$ cat config.mk
export PLATFORM = sky130hd
export DESIGN_NAME = icap_loader
export DESIGN_NICKNAME = d
export VERILOG_FILES = /design/src/rtl/icap_pkg.sv /design/src/rtl/icap_sync_hunter.sv /design/src/rtl/icap_loader.sv
export SDC_FILE = /design/constraint.sdc
export NUM_CORES = 1
export LEC_CHECK = 0
export BUFFER_PORTS_ARGS = -buffer_cell sky130_fd_sc_hd__buf_4
export CAP_MARGIN = 20
export CORE_MARGIN = 2
export CORE_UTILIZATION = 56
export CTS_CLUSTER_DIAMETER = 200
export DETAILED_ROUTE_END_ITERATION = 7
export GPL_ROUTABILITY_DRIVEN = 1
export GPL_TIMING_DRIVEN = 1
export HOLD_SLACK_MARGIN = 0.15
export PLACE_DENSITY = 0.75
export REMOVE_ABC_BUFFERS = 1
export SYNTH_ARGS = -nofsm -noshare
export SYNTH_HDL_FRONTEND = slang
export SYNTH_HIERARCHICAL = 1
export SYNTH_SLANG_ARGS = --single-unit
$ cat constraint.sdc
create_clock -name clk -period 3.2 [get_ports clk]
set_input_delay 0.16 -clock clk [delete_from_list [all_inputs] [get_ports clk]]
set_output_delay 0.16 -clock clk [all_outputs]
set_load 0.02 [all_outputs]
$ cat src/rtl/icap_pkg.sv
// Shared types and helpers for the ICAP configuration loader.
package icap_pkg;

  typedef enum logic [2:0] {
    StIdle,
    StHunt,
    StSync1,
    StSync2,
    StLoad,
    StDone,
    StFail
  } state_e;

  localparam logic [31:0] SyncWordDefault = 32'hAA995566;

  function automatic logic [7:0] bitrev8(input logic [7:0] b);
    logic [7:0] r;
    for (int i = 0; i < 8; i++) begin
      r[i] = b[7-i];
    end
    return r;
  endfunction

endpackage

$ cat src/rtl/icap_sync_hunter.sv
// Sync-word hunter: match shifter, scanned-byte counter, match/timeout pulses.
module icap_sync_hunter
  import icap_pkg::*;
#(
  parameter logic [31:0] SYNC_WORD  = SyncWordDefault,
  parameter int unsigned HUNT_LIMIT = 65536
) (
  input  logic       clk,
  input  logic       rst_n,
  input  logic       clear_i,
  input  logic       hunt_i,
  input  logic       byte_stb_i,
  input  logic [7:0] byte_i,
  output logic       match_o,
  output logic       timeout_o
);

  localparam int unsigned CntW = $clog2(HUNT_LIMIT + 1);

  logic [31:0]     shift_q, shift_d;
  logic [CntW-1:0] cnt_q, cnt_d;
  logic [31:0]     shift_next;
  logic [CntW-1:0] cnt_next;
  logic            step;

  always_comb begin
    step       = hunt_i & byte_stb_i;
    shift_next = {shift_q[23:0], byte_i};
    cnt_next   = cnt_q + CntW'(1);
    shift_d    = shift_q;
    cnt_d      = cnt_q;
    if (clear_i) begin
      shift_d = '0;
      cnt_d   = '0;
    end else if (step) begin
      shift_d = shift_next;
      cnt_d   = cnt_next;
    end
    // A match on the limit byte wins over the timeout.
    match_o   = step && (shift_next == SYNC_WORD);
    timeout_o = step && !match_o && (cnt_next == CntW'(HUNT_LIMIT));
  end

  always_ff @(posedge clk or negedge rst_n) begin
    if (!rst_n) begin
      shift_q <= '0;
      cnt_q   <= '0;
    end else begin
      shift_q <= shift_d;
      cnt_q   <= cnt_d;
    end
  end

endmodule

$ cat src/rtl/icap_loader.sv
// Byte-stream to ICAP loader: hunts for sync, replays it, then packs byte pairs into writes.
module icap_loader
  import icap_pkg::*;
#(
  parameter logic [31:0] SYNC_WORD  = SyncWordDefault,
  parameter int unsigned LEN_WORDS  = 1024,
  parameter int unsigned HUNT_LIMIT = 65536,
  parameter bit          BIT_SWAP   = 1'b1
) (
  input  logic        clk,
  input  logic        rst_n,
  input  logic        start,
  input  logic        byte_stb,
  input  logic [7:0]  byte_in,
  output logic        icap_ce_n,
  output logic        icap_we_n,
  output logic [15:0] icap_din,
  output logic        busy,
  output logic        done,
  output logic        error
);

  localparam int unsigned WordW = $clog2(LEN_WORDS + 1);

  state_e           state_q, state_d;
  logic [WordW-1:0] word_cnt_q, word_cnt_d;
  logic             phase_q, phase_d;
  logic [7:0]       hi_q, hi_d;
  logic             ce_n_q, ce_n_d;
  logic             we_n_q, we_n_d;
  logic [15:0]      din_q, din_d;
  logic             busy_q, busy_d;
  logic             done_q, done_d;
  logic             error_q, error_d;
  logic             hunt_clear, hunt_match, hunt_timeout;

  function automatic logic [15:0] fmt(input logic [15:0] w);
    return BIT_SWAP ? {bitrev8(w[15:8]), bitrev8(w[7:0])} : w;
  endfunction

  icap_sync_hunter #(
    .SYNC_WORD (SYNC_WORD),
    .HUNT_LIMIT(HUNT_LIMIT)
  ) u_hunter (
    .clk       (clk),
    .rst_n     (rst_n),
    .clear_i   (hunt_clear),
    .hunt_i    (state_q == StHunt),
    .byte_stb_i(byte_stb),
    .byte_i    (byte_in),
    .match_o   (hunt_match),
    .timeout_o (hunt_timeout)
  );

  always_comb begin
    state_d    = state_q;
    word_cnt_d = word_cnt_q;
    phase_d    = phase_q;
    hi_d       = hi_q;
    ce_n_d     = 1'b1;
    din_d      = din_q;
    done_d     = done_q;
    error_d    = error_q;
    hunt_clear = 1'b0;

    unique case (state_q)
      StIdle, StDone, StFail: begin
        if (start) begin
          state_d    = StHunt;
          word_cnt_d = '0;
          phase_d    = 1'b0;
          done_d     = 1'b0;
          error_d    = 1'b0;
          hunt_clear = 1'b1;
        end
      end
      StHunt: begin
        if (hunt_match) begin
          state_d = StSync1;
        end else if (hunt_timeout) begin
          state_d = StFail;
          error_d = 1'b1;
        end
      end
      StSync1: begin
        ce_n_d  = 1'b0;
        din_d   = fmt(SYNC_WORD[31:16]);
        state_d = StSync2;
      end
      StSync2: begin
        ce_n_d  = 1'b0;
        din_d   = fmt(SYNC_WORD[15:0]);
        phase_d = 1'b0;
        state_d = StLoad;
      end
      StLoad: begin
        // Completion is judged on the registered count, one cycle after the last write.
        if (word_cnt_q == WordW'(LEN_WORDS)) begin
          state_d = StDone;
          done_d  = 1'b1;
        end else if (byte_stb) begin
          if (!phase_q) begin
            hi_d    = byte_in;
            phase_d = 1'b1;
          end else begin
            ce_n_d     = 1'b0;
            din_d      = fmt({hi_q, byte_in});
            word_cnt_d = word_cnt_q + WordW'(1);
            phase_d    = 1'b0;
          end
        end
      end
      default: state_d = StIdle;
    endcase

    busy_d = (state_d == StHunt) || (state_d == StSync1) || (state_d == StSync2) ||
             (state_d == StLoad);
    we_n_d = (state_d == StIdle);
  end

  always_ff @(posedge clk or negedge rst_n) begin
    if (!rst_n) begin
      state_q    <= StIdle;
      word_cnt_q <= '0;
      phase_q    <= 1'b0;
      hi_q       <= '0;
      ce_n_q     <= 1'b1;
      we_n_q     <= 1'b1;
      din_q      <= '0;
      busy_q     <= 1'b0;
      done_q     <= 1'b0;
      error_q    <= 1'b0;
    end else begin
      state_q    <= state_d;
      word_cnt_q <= word_cnt_d;
      phase_q    <= phase_d;
      hi_q       <= hi_d;
      ce_n_q     <= ce_n_d;
      we_n_q     <= we_n_d;
      din_q      <= din_d;
      busy_q     <= busy_d;
      done_q     <= done_d;
      error_q    <= error_d;
    end
  end

  assign icap_ce_n = ce_n_q;
  assign icap_we_n = we_n_q;
  assign icap_din  = din_q;
  assign busy      = busy_q;
  assign done      = done_q;
  assign error     = error_q;

endmodule

==> reports/metrics.cfg, run 1 <==
[placement]
gp_congestion=0.876
dpl_worst_slack_ns=0.379
dpl_cell_area_sq_um=4780
placed_cells=580
io_buffer_count=32
hpwlAfterDp_um=6110

[route]
num_vias=3531
routedWlPerCell_um=15.5
drt_iter0_markers=213
postRouteAntennaNets=0
first_pass_iters=4
totalWireLength_um=9420
drc=0
via_per_inst=5.82

[setup_path]
worst-r2r-cell-count=10
timing_worst_setup_path_type=flip-flop to flip-flop
critical_path_peak_fanout=6
endpoint_kind=flip-flop
worst_setup_path_start_kind=flip-flop
required_ns=3.47
cp.arrival_ns=3.17

[synthesis]
ys_ff_latch=85
yosysTopAreaCell=dfrtp_1
seq_area_frac_synth=0.477
synth-async-reset-ratio=1.00
syn_area_sq_um=4460
synth_area_leaders=dfrtp_1 47%, nand2_1 7.2%, mux2i_1 4.0%
syn_inst=468
ys_warn_count=6
synth_flop_cell=dfrtp_1
synth_cell_types=65
synth_most_common_cell=nand2_1
synth_edf_count=0
syn_avg_cell_area_sq_um=9.54
yosysTopAreaCellShare=0.465
synth_common_cells=86 x nand2_1, 83 x dfrtp_1, 31 x nor2_1, 27 x a21oi_1, 22 x o21ai_0

[final_layout]
area_growth_pct=14.6
stdcell_count=607
antennaDiodeCount=0
final_net_count=515
drive_above_1_share=0.190
fin_area_sq_um=5110
fillCellCount=614

[sta]
slew_headroom=0.325
worst_pin_slew_ns=1.01
timing.clock.skew_ns=0.0143
final_hold_viol_count=0
period_minus_slack_ns=2.90
maxSlewViolCount=0
period_share=0.905
rsz0062_at_grt=no
fmax_ghz=0.345
finalWorstSetupSlack_ns=0.303
setup_viol=0

[power]
ir_drop_mv=0.301
power_leakage_uw=0.00219
power_density_nw_per_um2=697
fin_total_pwr_uw=3560

[clock_tree]
cts_root_buf=clkbuf_8
clock_path_buffers=2
cts_max_level=3
cts_tree=done
cts_resized=0
insertion_delay_ns=0.36
clk_pin_slew_ns=0.09
cts_hold_buf=10
post_cts_buffers=0
numCtsBuffers=9
clock_sinks=85

[global_routing]
grt_pass1_wl_um=16000
grt_pass1_vias=3380
grt_max_degree=86
antenna_found_initial=0
grt_remaining_overflow=0
grt_util_all_layers=0.229

[floorplan]
die-area_sq_um=8700
io_pins=33
rows=32
coreArea_sq_um=7730
start_util=0.578
die_w_um=93.3
die_y_um=93.3

[run]
drv_cap=0

[run_status]
status=finished clean

[hold_path]
holdCritPathClass=primary input to async pin

==> kinds of logic after synthesis <==
family | count (synthesis) | synth area share
flip-flops | 85 | 0.477
adder cells (fa/ha/maj) | 3 | 0.00841
multiplexers | 34 | 0.0816
XOR/XNOR | 20 | 0.0392
AND/OR/NAND/NOR | 196 | 0.227
buffers and inverters | 45 | 0.0420
AO/OA/AOI/OAI | 85 | 0.125
==> cell usage in the layout, fill, tap and decap left out, types with 4 or more instances in the layout <==
master / Yosys / routed
inv_1: 15 / 15
nand2_1: 86 / 86
nor4bb_1: 5 / 5
clkbuf_8: 0 / 10
dfrtp_1: 83 / 83
dlygate4sd3_1: 0 / 10
nor3_1: 7 / 7
a21oi_1: 27 / 27
a2111oi_0: 4 / 4
nor2_1: 31 / 30
o21bai_1: 9 / 9
mux2_2: 15 / 15
xnor2_1: 8 / 8
nand4_1: 12 / 12
o21ai_0: 22 / 22
xor2_1: 12 / 12
and3_1: 4 / 4
nand3_1: 16 / 16
mux2i_1: 18 / 18
buf_4: 0 / 39
==> per-layer routing <==
layer / up-vias / part of all wire / GRT usage
li1: 1707 / - / -
met1: 1739 / 0.47 / 0.326
met2: 72 / 0.48 / 0.357
met3: 13 / 0.033 / 0.0427
met4: 0 / 0.013 / 0.0711
met5: - / 0 / 0
==> layout make-up <==
cell class                      count  area [sq um]  area share
Sequential cell                    85          2130       0.416
Clock buffer                       10           138      0.0269
Timing Repair Buffer               51           440      0.0861
Inverter                           15          56.3      0.0110
Clock inverter                      6          68.8      0.0135
Multi-Input combinational cell    338          2150       0.421
Tap cell                          102           128      0.0250
==> path summary, 6_finish.rpt <==
check	startpoint	end	slack, ns
setup / recovery	u_hunter/cnt_q[0]	busy	0.30
hold / removal	rst_n	icap_din[7]	0.21
max in group asynchronous	rst_n	icap_we_n	2.33
min in group clk	start	state_q[2]	0.21
setup reg to reg	u_hunter/cnt_q[0]	busy	0.30
hold reg to reg	hi_q[5]	hi_q[5]	0.51
==> where the power goes <==
group	internal [uW]	total [uW]	switching [uW]
clock network	388	792	404
logic	485	1110	622
registers	1410	1660	255
total	2280	3560	1280
==> sequential cells by signal, indices dropped and copies added, names as in the netlist <==
register          flops
u_hunter/cnt_q       17
hi_q                  8
icap_din             16
phase_q               1
error                 1
word_cnt_q           11
icap_we_n             1
busy                  1
u_hunter/shift_q     24
icap_ce_n             1
state_q               3
done                  1
==> worst max-delay path: stages (launching register included) <==
cell and delay, ns:
dfrtp_1 0.45, ha_1 0.20, nand3_1 0.15, or2_4 0.29, a211o_1 0.23, a22o_1 0.25
nor4_2 0.25, nor2b_1 0.21, o21ai_0 0.09, a221oi_1 0.50, xor2_1 0.20
==> stage by stage <==
step | hold WS [ns] | util | TNS (ns)
5_1_grt | 0.210 | 0.662 | 0
3_3_place_gp | 0.412 | 0.619 | 0
4_1_cts | 0.196 | 0.658 | 0
6_report | 0.207 | 0.662 | 0
2_1_floorplan | -0.136 | - | -0.462
3_5_place_dp | 0.424 | 0.619 | 0
No activity file was read; power rests on OpenSTA's default activity.
==> inputs of run 2 (changes only) <==
--- a/config.mk
+++ b/config.mk
@@ -15,6 +15,7 @@
 export GPL_TIMING_DRIVEN = 1
 export HOLD_SLACK_MARGIN = 0.15
 export PLACE_DENSITY = 0.75
+export RECOVER_POWER = 100
 export REMOVE_ABC_BUFFERS = 1
 export SYNTH_ARGS = -nofsm -noshare
 export SYNTH_HDL_FRONTEND = slang
==> reports/metrics.cfg, run 2 (same netlist as run 1, synthesis figures left out) <==
[run_status]
status=complete, but fails checks
violations=max-capacitance violations, max-slew violations

[sta]
worst_pin_slew_ns=1.63  ; +0.620 ns
slew_headroom=-0.0914  ; -0.417
period_share=0.929  ; +0.0239
maxSlewViolCount=18  ; +18
setup_viol=0  ; unchanged
final_hold_viol_count=0  ; unchanged
timing.clock.skew_ns=0.0125  ; -0.00180 ns
finalWorstSetupSlack_ns=0.227  ; -0.0766 ns
fin_setup_tns_ns=0  ; unchanged
period_minus_slack_ns=2.97  ; +0.0766 ns
rsz0062_at_grt=no
fmax_ghz=0.336  ; -2.6%

[route]
drt_iter0_markers=200  ; -6.1%
drc=0  ; unchanged
postRouteAntennaNets=0  ; unchanged
first_pass_iters=4  ; unchanged
routedWlPerCell_um=15.5  ; unchanged
num_vias=3547  ; +0.45%
via_per_inst=5.84  ; +0.45%
totalWireLength_um=9420  ; unchanged

[placement]
placed_cells=580  ; unchanged
hpwlAfterDp_um=6110  ; unchanged
gp_congestion=0.876  ; unchanged
dpl_worst_slack_ns=0.379  ; unchanged
io_buffer_count=32  ; unchanged

[floorplan]
coreArea_sq_um=7730  ; unchanged
rows=32  ; unchanged
die-area_sq_um=8700  ; unchanged
die_w_um=93.3  ; unchanged
die_y_um=93.3  ; unchanged
start_util=0.578  ; unchanged
io_pins=33  ; unchanged

[global_routing]
grt_max_degree=86  ; unchanged
grt_pass1_vias=3380  ; unchanged
grt_pass1_wl_um=16000  ; unchanged
antenna_found_initial=0  ; unchanged
grt_remaining_overflow=0  ; unchanged
grt_util_all_layers=0.229  ; unchanged

[setup_path]
endpoint_kind=flip-flop
timing_worst_setup_path_type=flip-flop to flip-flop
cp.arrival_ns=3.22  ; +0.05 ns
worst_setup_path_start_kind=flip-flop
required_ns=3.45  ; -0.02 ns
critical_path_peak_fanout=17  ; +11

[final_layout]
stdcell_count=607  ; unchanged
final_net_count=515  ; unchanged
antennaDiodeCount=0  ; unchanged
fillCellCount=655  ; +6.7%
largest_reg_flops=24  ; unchanged
final_common_cell=nand2_1
top_register=u_hunter/shift_q
drive_above_1_share=0.133  ; -0.0574
area_growth_pct=11.5
final_cell_mix=86 x nand2_1, 83 x dfrtp_1, 32 x nor2_1

[clock_tree]
insertion_delay_ns=0.36  ; about the same
clk_pin_slew_ns=0.08  ; about the same
post_cts_buffers=0  ; unchanged
numCtsBuffers=9  ; unchanged
cts_root_buf=clkbuf_8
cts_max_level=3  ; unchanged
cts_resized=0  ; unchanged
clock_path_buffers=2  ; unchanged
cts_tree=done
clock_sinks=85  ; unchanged

[hold_path]
holdCritPathClass=primary input to flip-flop

[power]
power_density_nw_per_um2=692  ; -0.63%
ir_drop_mv=0.292  ; -3.0%
power_leakage_uw=0.00210  ; -4.0%

[run]
drv_cap=1  ; +1

-- run 2: final timing paths --
path,startpoint,slack [ns],cells after the start,to
worst max-delay path,state_q[2],0.23,5,icap_din[2]
worst min-delay path,start,0.21,3,state_q[2]
min in group asynchronous,rst_n,0.54,2,icap_din[7]
worst max register to register,state_q[2],0.23,5,icap_din[2]
max in group asynchronous,rst_n,1.73,3,icap_we_n
worst min register to register,hi_q[5],0.51,1,hi_q[5]
-- run 2: through the flow --
step / cell area (sq um) / utilization / power [uW] / hold WS [ns]
after floorplan: 4330 / - / 2340 / -0.136
after global placement: 4780 / 0.619 / 2730 / 0.412
after detailed placement: 4780 / 0.619 / 2780 / 0.424
after CTS: 5090 / 0.658 / 3580 / 0.196
after global routing: 4980 / 0.644 / 3670 / 0.210
final: 4980 / 0.644 / 3440 / 0.206
-- run 2: cell type report --
cell class	count	area [sq um]	area share
clock buffers	10	138	0.0277
clock inverters	6	68.8	0.0138
inverters	15	56.3	0.0113
multi-input cells	338	2120	0.425
flip-flops and latches	85	2130	0.428
well taps	102	128	0.0256
repair buffers	51	340	0.0684
-- run 2: metal layers --
metal  routed length, um  track usage  up-vias
li1                    -            -     1701
met5                   0            0        -
met2                4550        0.357       74
met1                4440        0.326     1759
met3                 315       0.0427       13
met4                 125       0.0711        0
-- run 2: worst max-delay path, cell delays in order, from the launching register on --
cell      delay [ns]
dfrtp_1         0.39
clkbuf_2        0.19
or3b_1          0.45
nor4_2          0.15
nor2_1          1.25
mux2_2          0.44
-- run 2: what timing repair did --
| action | 4_1_cts | 5_1_grt |
|---|---|---|
| endpoints found under the hold margin | 102 | 0 |
| endpoints found under the setup margin | 0 | 0 |
| hold buffers | 10 | 0 |
-- run 2: power breakdown --
part	switching [uW]	internal (uW)	total, uW
sequential	252	1410	1660
clock	404	388	792
combinational	617	374	991
==> inputs of run 3 (changes only) <==
--- a/config.mk
+++ b/config.mk
@@ -12,7 +12,7 @@
 export CTS_CLUSTER_DIAMETER = 200
 export DETAILED_ROUTE_END_ITERATION = 7
 export GPL_ROUTABILITY_DRIVEN = 1
-export GPL_TIMING_DRIVEN = 1
+export GPL_TIMING_DRIVEN = 0
 export HOLD_SLACK_MARGIN = 0.15
 export PLACE_DENSITY = 0.75
 export RECOVER_POWER = 100
==> reports/metrics.cfg, run 3 (same netlist as run 1, synthesis figures left out) <==
[run_status]
status=complete, but fails checks
violations=max-capacitance violations, max-slew violations

[setup_path]
path_cells=ha_2, nand3_1, or2_4, a211o_1, a22o_1, nor4_2, nor2b_1, o21ai_0, a221oi_2, xor2_1
timing_worst_setup_path_type=flip-flop to flip-flop
required_ns=3.47  ; +0.02 ns
cp_top_family=compound AO/OA/AOI/OAI gates
cp.arrival_ns=3.29  ; +0.07 ns
worst_setup_path_start_kind=flip-flop
critical_path_peak_fanout=8  ; -9
endpoint_kind=flip-flop
max_stage_delay_ns=0.47  ; -0.78 ns
crit_buf_inv=0  ; -1
slowest_stage=dfrtp_1

[clock_tree]
clock_path_buffers=2  ; unchanged
clk_pin_slew_ns=0.09  ; about the same
post_cts_buffers=0  ; unchanged
insertion_delay_ns=0.35  ; about the same
numCtsBuffers=9  ; unchanged
cts_tree=done
clock_sinks=85  ; unchanged
cts_root_buf=clkbuf_8
cts_max_level=3  ; unchanged

[sta]
maxSlewViolCount=79  ; +61
fin_setup_tns_ns=0  ; unchanged
period_minus_slack_ns=3.01  ; +0.0374 ns
timing.clock.skew_ns=0.0131  ; +0.000607 ns
slew_headroom=-0.309  ; -0.217
period_share=0.941  ; +0.0117
final_hold_viol_count=0  ; unchanged
fmax_ghz=0.332  ; -1.2%
worst_pin_slew_ns=1.96  ; +0.332 ns
setup_viol=0  ; unchanged
rsz0062_at_grt=no

[placement]
hpwlAfterDp_um=6220  ; +1.7%
gp_congestion=0.817  ; -6.8%
io_buffer_count=32  ; unchanged

[global_routing]
grt_pass1_wl_um=16100  ; +0.69%
grt_util_all_layers=0.231  ; +0.00190
grt_pass1_vias=3429  ; +1.4%
grt_remaining_overflow=0  ; unchanged
grt_max_degree=86  ; unchanged
antenna_found_initial=0  ; unchanged

[route]
via_per_inst=5.89  ; +0.80%
first_pass_iters=5  ; +1
drc=0  ; unchanged
routedWlPerCell_um=16.2  ; +4.1%
drt_iter0_markers=202  ; +1.0%
totalWireLength_um=9690  ; +2.9%
num_vias=3534  ; -0.37%
postRouteAntennaNets=0  ; unchanged

[hold_path]
holdCritPathClass=primary input to flip-flop

[final_layout]
final_cell_mix=86 x nand2_1, 81 x dfrtp_1, 30 x nor2_1
drive_above_1_share=0.133  ; -0.000143
top_register=u_hunter/shift_q
area_growth_pct=12.2
post-route-util=0.648  ; +0.00421
largest_reg_flops=24  ; unchanged
multi_input_area_sq_um=2150  ; +1.5%
final_net_count=508  ; -1.4%
fillCellCount=649  ; -0.92%
seqCellArea_sq_um=2130  ; +0.12%
antennaDiodeCount=0  ; unchanged
final_common_cell=nand2_1

[floorplan]
coreArea_sq_um=7730  ; unchanged
start_util=0.578  ; unchanged
die-area_sq_um=8700  ; unchanged
io_pins=33  ; unchanged
rows=32  ; unchanged
die_y_um=93.3  ; unchanged
die_w_um=93.3  ; unchanged

[run]
drv_cap=2  ; +1

[power]
ir_drop_mv=0.381  ; +30%
power_leakage_uw=0.00209  ; -0.73%
power_density_nw_per_um2=718  ; +3.6%
fin_total_pwr_uw=3590  ; +4.3%

==> run 3: cell types whose count changed in the layout (fill, tap and decap cells not counted), sizes merged <==
cell	change
dlygate4sd3	-1
clkinv	-2
bufinv	+2
buf	-4
inv	-2
==> run 3: per-layer routing <==
metal  GRT usage  wire length (um)  up-vias
li1            -                 -     1692
met1       0.309              4390     1735
met2       0.374              4730       89
met3      0.0556               432       18
met4      0.0686               138        0
met5           0                 0        -
==> run 3: cell type report <==
cell class              instances  area share
multi-input cells             338       0.429
flip-flops and latches         85       0.426
repair buffers                 44      0.0602
clock buffers                  12      0.0290
well taps                     102      0.0255
clock inverters                 4      0.0195
inverters                      15      0.0112
==> run 3: repair_timing <==
action | CTS | global route
hold buffers | 9 | 0
gates resized for setup | 4 | 3
hold endpoints to repair | 99 | 0
pin swaps | 0 | 0
endpoints found under the setup margin | 3 | 3
==> run 3: final timing paths <==
check,start,to,slack [ns],cells past startpoint
max,u_hunter/cnt_q[0],busy,0.19,10
min,byte_stb,phase_q,0.16,3
max reg2reg,u_hunter/cnt_q[0],busy,0.19,10
min reg2reg,hi_q[5],hi_q[5],0.52,1
max in group asynchronous,rst_n,u_hunter/shift_q[2],1.16,2
min in group asynchronous,rst_n,icap_din[15],0.90,2
==> run 3: report_power, final <==
part / switching, uW / internal (uW) / total (uW) / leakage, uW
Sequential: 281 / 1410 / 1690 / 0.00108
Clock: 371 / 541 / 912 / 0.000117
Combinational: 614 / 376 / 990 / 0.000892
Total: 1270 / 2330 / 3590 / 0.00209
==> run 3: metrics by stage <==
| step | worst slack [ns] | cells | cell area, sq um | hold WS [ns] |
|---|---|---|---|---|
| floorplan | -0.210 | 438 | 4330 | -0.136 |
| global placement | -1.04 | 572 | 4700 | 0.413 |
| detailed placement | -0.380 | 574 | 4740 | 0.425 |
| CTS | 0.0260 | 599 | 5080 | 0.156 |
| global route | 0.0138 | 600 | 5010 | 0.149 |
| finish | 0.189 | 600 | 5010 | 0.157 |
==> run 3: worst register-to-register path, delay by kind of cell (launching register included) <==
family	cells	cell delay, ns
compound gates	4	1.01
xor+xnor	1	0.17
flops	1	0.47
simple gates	4	0.96
fa+ha+maj	1	0.32
